==> src/rtl/pad_ctrl_bank_if.sv <==
// pad_ctrl_bank_if: valid/ready configuration write port for the pad control bank.
interface pad_ctrl_bank_if #(parameter int N_PINS = 15) ();
    logic              cfg_valid;
    logic              cfg_ready;
    logic [1:0]        cfg_sel;
    logic [N_PINS-1:0] cfg_wdata;
    modport master (output cfg_valid, cfg_sel, cfg_wdata, input cfg_ready);
    modport slave (input cfg_valid, cfg_sel, cfg_wdata, output cfg_ready);
endinterface

==> src/rtl/pad_ctrl_bank.sv <==
// pad_ctrl_bank: per-pin OE/IE/PU/PD registers with break-before-make OE turnaround,
// synchronised IE-gated pad inputs and sticky input-change flags.
module pad_ctrl_bank #(
    parameter int N_PINS      = 15,
    parameter int TURN_CYCLES = 2,
    parameter int SYNC_STAGES = 2
) (
    input  logic              pad_clk,
    input  logic              pad_rst_n,
    pad_ctrl_bank_if.slave    cfg,
    input  logic [N_PINS-1:0] core_out,
    input  logic [N_PINS-1:0] pad_in,
    input  logic [N_PINS-1:0] edge_clr,
    output logic [N_PINS-1:0] core_in,
    output logic [N_PINS-1:0] pad_out,
    output logic [N_PINS-1:0] oe_bidir,
    output logic [N_PINS-1:0] ie_bidir,
    output logic [N_PINS-1:0] pu_bidir,
    output logic [N_PINS-1:0] pd_bidir,
    output logic [N_PINS-1:0] edge_flags,
    output logic              busy
);
    localparam int CW = $clog2(TURN_CYCLES + 1);

    typedef enum logic {IDLE, TURN} state_t;

    state_t            state, state_n;
    logic [CW-1:0]     cnt, cnt_n;
    logic [N_PINS-1:0] oe_n, ie_n, pu_n, pd_n, pend, pend_n, rising, core_prev;
    logic [N_PINS-1:0] sync [SYNC_STAGES];

    assign cfg.cfg_ready = (state == IDLE);
    assign busy          = (state != IDLE);
    assign rising        = cfg.cfg_wdata & ~oe_bidir;

    always_comb begin
        state_n = state;
        cnt_n   = cnt;
        oe_n    = oe_bidir;
        ie_n    = ie_bidir;
        pu_n    = pu_bidir;
        pd_n    = pd_bidir;
        pend_n  = pend;
        if (state == TURN) begin
            cnt_n = cnt - CW'(1);
            if (cnt == CW'(1)) begin
                state_n = IDLE;
                oe_n    = pend;
            end
        end else if (cfg.cfg_valid) begin
            case (cfg.cfg_sel)
                2'd0: begin
                    if (rising == '0) begin
                        oe_n = cfg.cfg_wdata;
                    end else begin
                        // drivers that stay on keep driving; new drivers wait out the turnaround
                        oe_n    = oe_bidir & cfg.cfg_wdata;
                        ie_n    = ie_bidir & ~rising;
                        pend_n  = cfg.cfg_wdata;
                        cnt_n   = CW'(TURN_CYCLES);
                        state_n = TURN;
                    end
                end
                2'd1: ie_n = cfg.cfg_wdata;
                2'd2: begin
                    pu_n = cfg.cfg_wdata;
                    pd_n = pd_bidir & ~cfg.cfg_wdata;
                end
                default: begin
                    pd_n = cfg.cfg_wdata;
                    pu_n = pu_bidir & ~cfg.cfg_wdata;
                end
            endcase
        end
    end

    always_ff @(posedge pad_clk or negedge pad_rst_n) begin
        if (!pad_rst_n) begin
            state    <= IDLE;
            cnt      <= '0;
            oe_bidir <= '0;
            ie_bidir <= '1;
            pu_bidir <= '0;
            pd_bidir <= '0;
            pend     <= '0;
        end else begin
            state    <= state_n;
            cnt      <= cnt_n;
            oe_bidir <= oe_n;
            ie_bidir <= ie_n;
            pu_bidir <= pu_n;
            pd_bidir <= pd_n;
            pend     <= pend_n;
        end
    end

    always_ff @(posedge pad_clk or negedge pad_rst_n) begin
        if (!pad_rst_n) begin
            for (int i = 0; i < SYNC_STAGES; i++) sync[i] <= '0;
            pad_out    <= '0;
            core_in    <= '0;
            core_prev  <= '0;
            edge_flags <= '0;
        end else begin
            sync[0] <= pad_in;
            for (int i = 1; i < SYNC_STAGES; i++) sync[i] <= sync[i-1];
            pad_out    <= core_out;
            core_in    <= sync[SYNC_STAGES-1] & ie_bidir;
            core_prev  <= core_in;
            // a fresh change beats a coincident clear
            edge_flags <= (edge_flags & ~edge_clr) | (core_in ^ core_prev);
        end
    end
endmodule

==> src/flat_wrapper.sv <==
// flat-port wrapper written by rule: the top's interface ports become plain ports
module pad_ctrl_bank_flat 
#(
    parameter int N_PINS      = 15,
    parameter int TURN_CYCLES = 2,
    parameter int SYNC_STAGES = 2
)
  (pad_clk, pad_rst_n, core_out, pad_in, edge_clr, core_in, pad_out, oe_bidir, ie_bidir, pu_bidir, pd_bidir, edge_flags, busy, cfg_cfg_valid, cfg_cfg_sel, cfg_cfg_wdata, cfg_cfg_ready);
  pad_ctrl_bank_if #(.N_PINS(N_PINS)) cfg_i ();
  input  logic pad_clk;
  input  logic pad_rst_n;
  input  logic [N_PINS-1:0] core_out;
  input  logic [N_PINS-1:0] pad_in;
  input  logic [N_PINS-1:0] edge_clr;
  output logic [N_PINS-1:0] core_in;
  output logic [N_PINS-1:0] pad_out;
  output logic [N_PINS-1:0] oe_bidir;
  output logic [N_PINS-1:0] ie_bidir;
  output logic [N_PINS-1:0] pu_bidir;
  output logic [N_PINS-1:0] pd_bidir;
  output logic [N_PINS-1:0] edge_flags;
  output logic busy;
  input wire logic [$bits(cfg_i.cfg_valid)-1:0] cfg_cfg_valid;
  input wire logic [$bits(cfg_i.cfg_sel)-1:0] cfg_cfg_sel;
  input wire logic [$bits(cfg_i.cfg_wdata)-1:0] cfg_cfg_wdata;
  output wire logic [$bits(cfg_i.cfg_ready)-1:0] cfg_cfg_ready;
  assign cfg_i.cfg_valid = cfg_cfg_valid;
  assign cfg_i.cfg_sel = cfg_cfg_sel;
  assign cfg_i.cfg_wdata = cfg_cfg_wdata;
  assign cfg_cfg_ready = cfg_i.cfg_ready;
  pad_ctrl_bank #(.N_PINS(N_PINS), .TURN_CYCLES(TURN_CYCLES), .SYNC_STAGES(SYNC_STAGES)) u_core (.pad_clk(pad_clk), .pad_rst_n(pad_rst_n), .cfg(cfg_i), .core_out(core_out), .pad_in(pad_in), .edge_clr(edge_clr), .core_in(core_in), .pad_out(pad_out), .oe_bidir(oe_bidir), .ie_bidir(ie_bidir), .pu_bidir(pu_bidir), .pd_bidir(pd_bidir), .edge_flags(edge_flags), .busy(busy));
endmodule
==> config.mk <==
export PLATFORM = sky130hd
export DESIGN_NAME = pad_ctrl_bank_flat
export DESIGN_NICKNAME = d
export VERILOG_FILES = /design/src/rtl/pad_ctrl_bank_if.sv /design/src/rtl/pad_ctrl_bank.sv /design/src/flat_wrapper.sv
export SDC_FILE = /design/constraint.sdc
export NUM_CORES = 1
export LEC_CHECK = 0
export ABC_AREA = 1
export BUFFER_PORTS_ARGS = -buffer_cell sky130_fd_sc_hd__buf_2
export CAP_MARGIN = 40
export CELL_PAD_IN_SITES_DETAIL_PLACEMENT = 0
export CELL_PAD_IN_SITES_GLOBAL_PLACEMENT = 1
export CORE_MARGIN = 3
export CORE_UTILIZATION = 43
export DETAILED_ROUTE_END_ITERATION = 10
export GPL_TIMING_DRIVEN = 1
export PLACE_DENSITY_LB_ADDON = 0.1
export SYNTH_ARGS = -nofsm -noshare
export SYNTH_HDL_FRONTEND = slang
export SYNTH_SLANG_ARGS = --single-unit
==> constraint.sdc <==
create_clock -name pad_clk -period 4 [get_ports pad_clk]
set_input_delay 0.2 -clock pad_clk [delete_from_list [all_inputs] [get_ports pad_clk]]
set_output_delay 0.2 -clock pad_clk [all_outputs]
set_load 0.01 [all_outputs]
---- Yosys cells after proc, flatten, opt, wreduce, memory -nomap -nowiden ----
Cells that the tools add are included.
storage, ports and cells
  bits in registers ....................... 168
  logic and storage cells ................. 65
  output and inout bits ................... 107
  input port bits ......................... 65
cells by class
  bitwise logic cells ..................... 16
  equal/unequal tests ..................... 6
  muxes and demuxes ....................... 18
  add/subtract/negate cells ............... 1
  reductions and logical operators ........ 11
operators with widths
  operator               count
  $and A15 B15 Y15       7
  $mux W15               6
  $pmux W15 S2           3
  $not A15 Y15           4
  $logic_not A15 Y1      1
  $or A15 B15 Y15        1
  $xor A15 B15 Y15       1
  $reduce_and A3 Y1      3
  $mux W2                4
  $reduce_and A4 Y1      2
  $reduce_bool A2 Y1     3
  $mux W1                5
  $eq A2 B1 Y1 const B   2
  $ne A2 B2 Y1 const B   2
  $not A1 Y1             3
  $eq A2 B2 Y1 const B   1
  $logic_not A2 Y1       1
  $ne A2 B1 Y1 const B   1
  $reduce_or A2 Y1       1
  $sub A2 B1 Y2 const B  1

---- Longest topological paths before layout ----
  word-level depth ........................ 7
  gate-level depth with buffers ........... 11
  mapped depth without buffers ............ 10

---- Worst setup path after synthesis ----
Ideal clock, no wire load.
  path type ............................... reg2reg
  start point ............................. register u_core.state, in the netlist u_core.busy
  end point ............................... register u_core.oe_bidir[10]
  required time ........................... 3.870 ns
  slack ................................... 2.619 ns
  cell stages (with the launch flop) ...... 7
  clock period less this slack ............ 1.381 ns
  setup time .............................. 0.130 ns
  arrival ................................. 1.252 ns
  path buffers ............................ 2
  cells stage by stage .................... dfrtp_1 buf_6 nor2_8 nand2_4 o21ai_2 buf_2 a31oi_1
between the ends
  cells in the longest elaborated chain, start to end .. 2
  elaborated cells between the ends (all ways) .. 5
  those cells by class .................... 1 x eq/ne; 1 x mux; 3 x reduce/logical
RTL lines
  what                                                                 RTL line             source
  from (decl)                                                          pad_ctrl_bank.sv:27  state_t state, state_n;
  from (signal assigned)                                               pad_ctrl_bank.sv:87  state <= state_n;
  $ne A2 B2 Y1 (no line) / $reduce_bool A2 Y1 (equally long branches)  -
  $reduce_and A3 Y1 (no line)                                          -
  to (signal assigned)                                                 pad_ctrl_bank.sv:89  oe_bidir <= oe_n;
  to (decl)                                                            pad_ctrl_bank.sv:16  output logic [N_PINS-1:0] oe_bidir,
Several ways; a longest one is shown, not always the timed one.
A chain may end at the register's enable or synchronous reset.

---- Worst setup path in the final report ----
  start point ............................. register u_core.state, in the netlist u_core.busy
  end point ............................... output port cfg_cfg_ready
between the ends
  cells in the longest elaborated chain, start to end .. 1
RTL lines
  what                  RTL line            source
  $not A1 Y1 (no line)  -
  to (decl)             flat_wrapper.sv:26  output wire logic [$bits(cfg_i.cfg_ready)-1:0] cfg_cfg_ready;
No other way between the ends.

==> out/results.tsv <==
metric	value	unit
power.density	703	nW/um^2
antenna_found_initial	0	
hold_viol_final	0	
die_h	130	um
coreArea	14800	um^2
avgSynthCellArea	9.67	um^2
fmax	421	MHz
rows	44	
dp_hpwl	11600	um
vdd_drop_max	333	uV
period_needed	2380	ps
slew_violations	0	
tns	0	ps
post-cts-setup-buffer-count	0	
hold_class	primary input to flip-flop	
grt.overflow.total	0	
cts_resized	0	
synth_ff_type	dfrtp_1	
synth_seq_cells	168	
numCtsBuffers	17	
critPathLaunchType	flip-flop	
p_leak	4.49	nW
crit_arrival	2180	ps
cp_max_fo	22	
htree_levels	4	
wl	16600	um
whs	86.1	ps
cp-startpoint	u_core.busy	
io_buffers	171	
worstHoldStart	cfg_cfg_wdata[6]	
yosys_warnings	0	
gp_congestion	0.757	
cts_root_buf	clkbuf_16	
final_nets	954	
hold_buffers	31	
antenna_cells	0	
grt_max_degree	60	
clock-sinks	168	
finalClockSkew	10.9	ps
grt_setup_unrepaired	no	
fin_crit_sh	59.4	%
drtPass1Iterations	5	
mostFrequentLayoutCells	nand2_1 (179), buf_2 (170), dfrtp_1 (153), inv_1 (93), o21ai_0 (69)	
regToRegSetupSlack	1820	ps
clock_path_buffers	2	
die-area	17000	um^2
clkLatencyLatePin	420	ps
synthCells	686	
layout_commonest_cell	nand2_1	
grt_usage	20.1	%
drtAntennaViolNets	0	
synthesis.area	6640	um^2
tightest_slew	850	ps
io_pins	172	
r2r-start	u_core.busy	
dieWidth	130	um
drtIter0Drc	385	
tritoncts	built	
synthArstFlopShare	100	%
worstPathRequired	3800	ps
route.detailed.drc	0	
synth.distinct_cells	28	
syn_to_final_growth	28.0	%
maxSlewHeadroom	43.3	%
clk_pin_slew_worst_paths	70	ps
route.vias.total	5359	
wire_per_inst	15.3	um
seq_area_frac_synth	63.6	%
syn-num-nets	752	
status	complete, no violations	
drive_gt1_share	26.1	%
max_cap_violations	0	
critPathKind	flip-flop to output pin	
initial_utilization	44.8	%
viasPerCell	4.94	
synth-edff-count	0	
setup_viol	0	
grt_pass1_wl	26400	um
grt_pass1_vias	5072	
critical_path.endpoint_type	output pin	
synthesized netlist by cell type (2+ instances only):
| cell | number | area (um^2) |
|---|---|---|
| dfrtp_1 | 153 | 3830 |
| clkbuf_1 | 7 | 26.3 |
| a21oi_1 | 15 | 75.1 |
| nand3_1 | 46 | 230 |
| dfstp_2 | 15 | 394 |
| inv_1 | 93 | 349 |
| buf_6 | 7 | 78.8 |
| inv_2 | 4 | 15.0 |
| a31oi_1 | 15 | 93.8 |
| nor2_1 | 21 | 78.8 |
| buf_2 | 9 | 45.0 |
| o21ai_1 | 8 | 40.0 |
| o21bai_1 | 15 | 113 |
| nand2_4 | 3 | 33.8 |
| nand2_1 | 179 | 672 |
| nand4_1 | 15 | 93.8 |
| o21ai_0 | 69 | 345 |
| or2_2 | 2 | 12.5 |
area by class of cell:
type	count	area [um^2]
clock buffers	22	464
clock inverters	10	85.1
fillers	1325	6310
inverters	97	364
multi-input cells	397	1890
flip-flops and latches	168	4220
well taps	184	230
repair buffers	207	1240
final timing paths:
check                                        to  depth (start not counted)
max                               cfg_cfg_ready                          2
min                              u_core.pend[6]                          3
max reg2reg                  u_core.pu_bidir[4]                          6
min reg2reg                     u_core.sync[12]                          0
max in group asynchronous  u_core.edge_flags[0]                          4
min in group asynchronous     u_core.pad_out[1]                          2
registers in the layout, indices dropped and copies added (netlist names), 15 cells and up:
name               cells
u_core.sync           30
u_core.core_in        15
u_core.core_prev      15
u_core.edge_flags     15
u_core.ie_bidir       15
u_core.oe_bidir       15
u_core.pad_out        15
u_core.pd_bidir       15
u_core.pend           15
u_core.pu_bidir       15
per-layer routing:
layer | vias to the layer above | GRT usage (%) | share of wire [%]
li1 | 2598 | - | -
met1 | 2552 | 28.3 | 46
met2 | 188 | 31.2 | 46
met3 | 21 | 3.81 | 6.0
met4 | 0 | 7.52 | 1.9
met5 | - | 0 | 0
metrics by stage:
step | std cells | utilization, % | worst slack [ps] | power [mW] | area (um^2)
final | 1085 | 57.4 | 1620 | 5.98 | 8500
after detailed placement | 1022 | 51.6 | 1820 | 4.47 | 7640
after global placement | 1019 | 51.2 | 1720 | 4.39 | 7590
after floorplan | 686 | - | 2620 | 3.68 | 6640
after global routing | 1085 | 57.4 | 1500 | 6.40 | 8500
after CTS | 1085 | 57.4 | 1620 | 6.04 | 8500
logic make-up (layout without fill, tap and decap cells):
family | count (synthesis) | after routing | share of synthesized area (%)
simple gates | 272 | 272 | 18.0
buf+inv | 121 | 336 | 7.86
compound gates | 124 | 124 | 10.3
flops | 168 | 168 | 63.6
fa+ha+maj | 1 | 1 | 0.189
power by group:
group	switching [mW]	total [mW]	leakage [nW]	internal (mW)
Combinational	1.01	1.72	2.16	0.705
Sequential	0.445	2.73	2.06	2.29
Clock	0.684	1.53	0.268	0.843
Total	2.14	5.98	4.49	3.84
worst max-delay path, stage by stage, from the launching register on:
cell     delay, ps
dfrtp_1        840
inv_1          600
buf_2          300
Power figures use the tool's default switching activity.
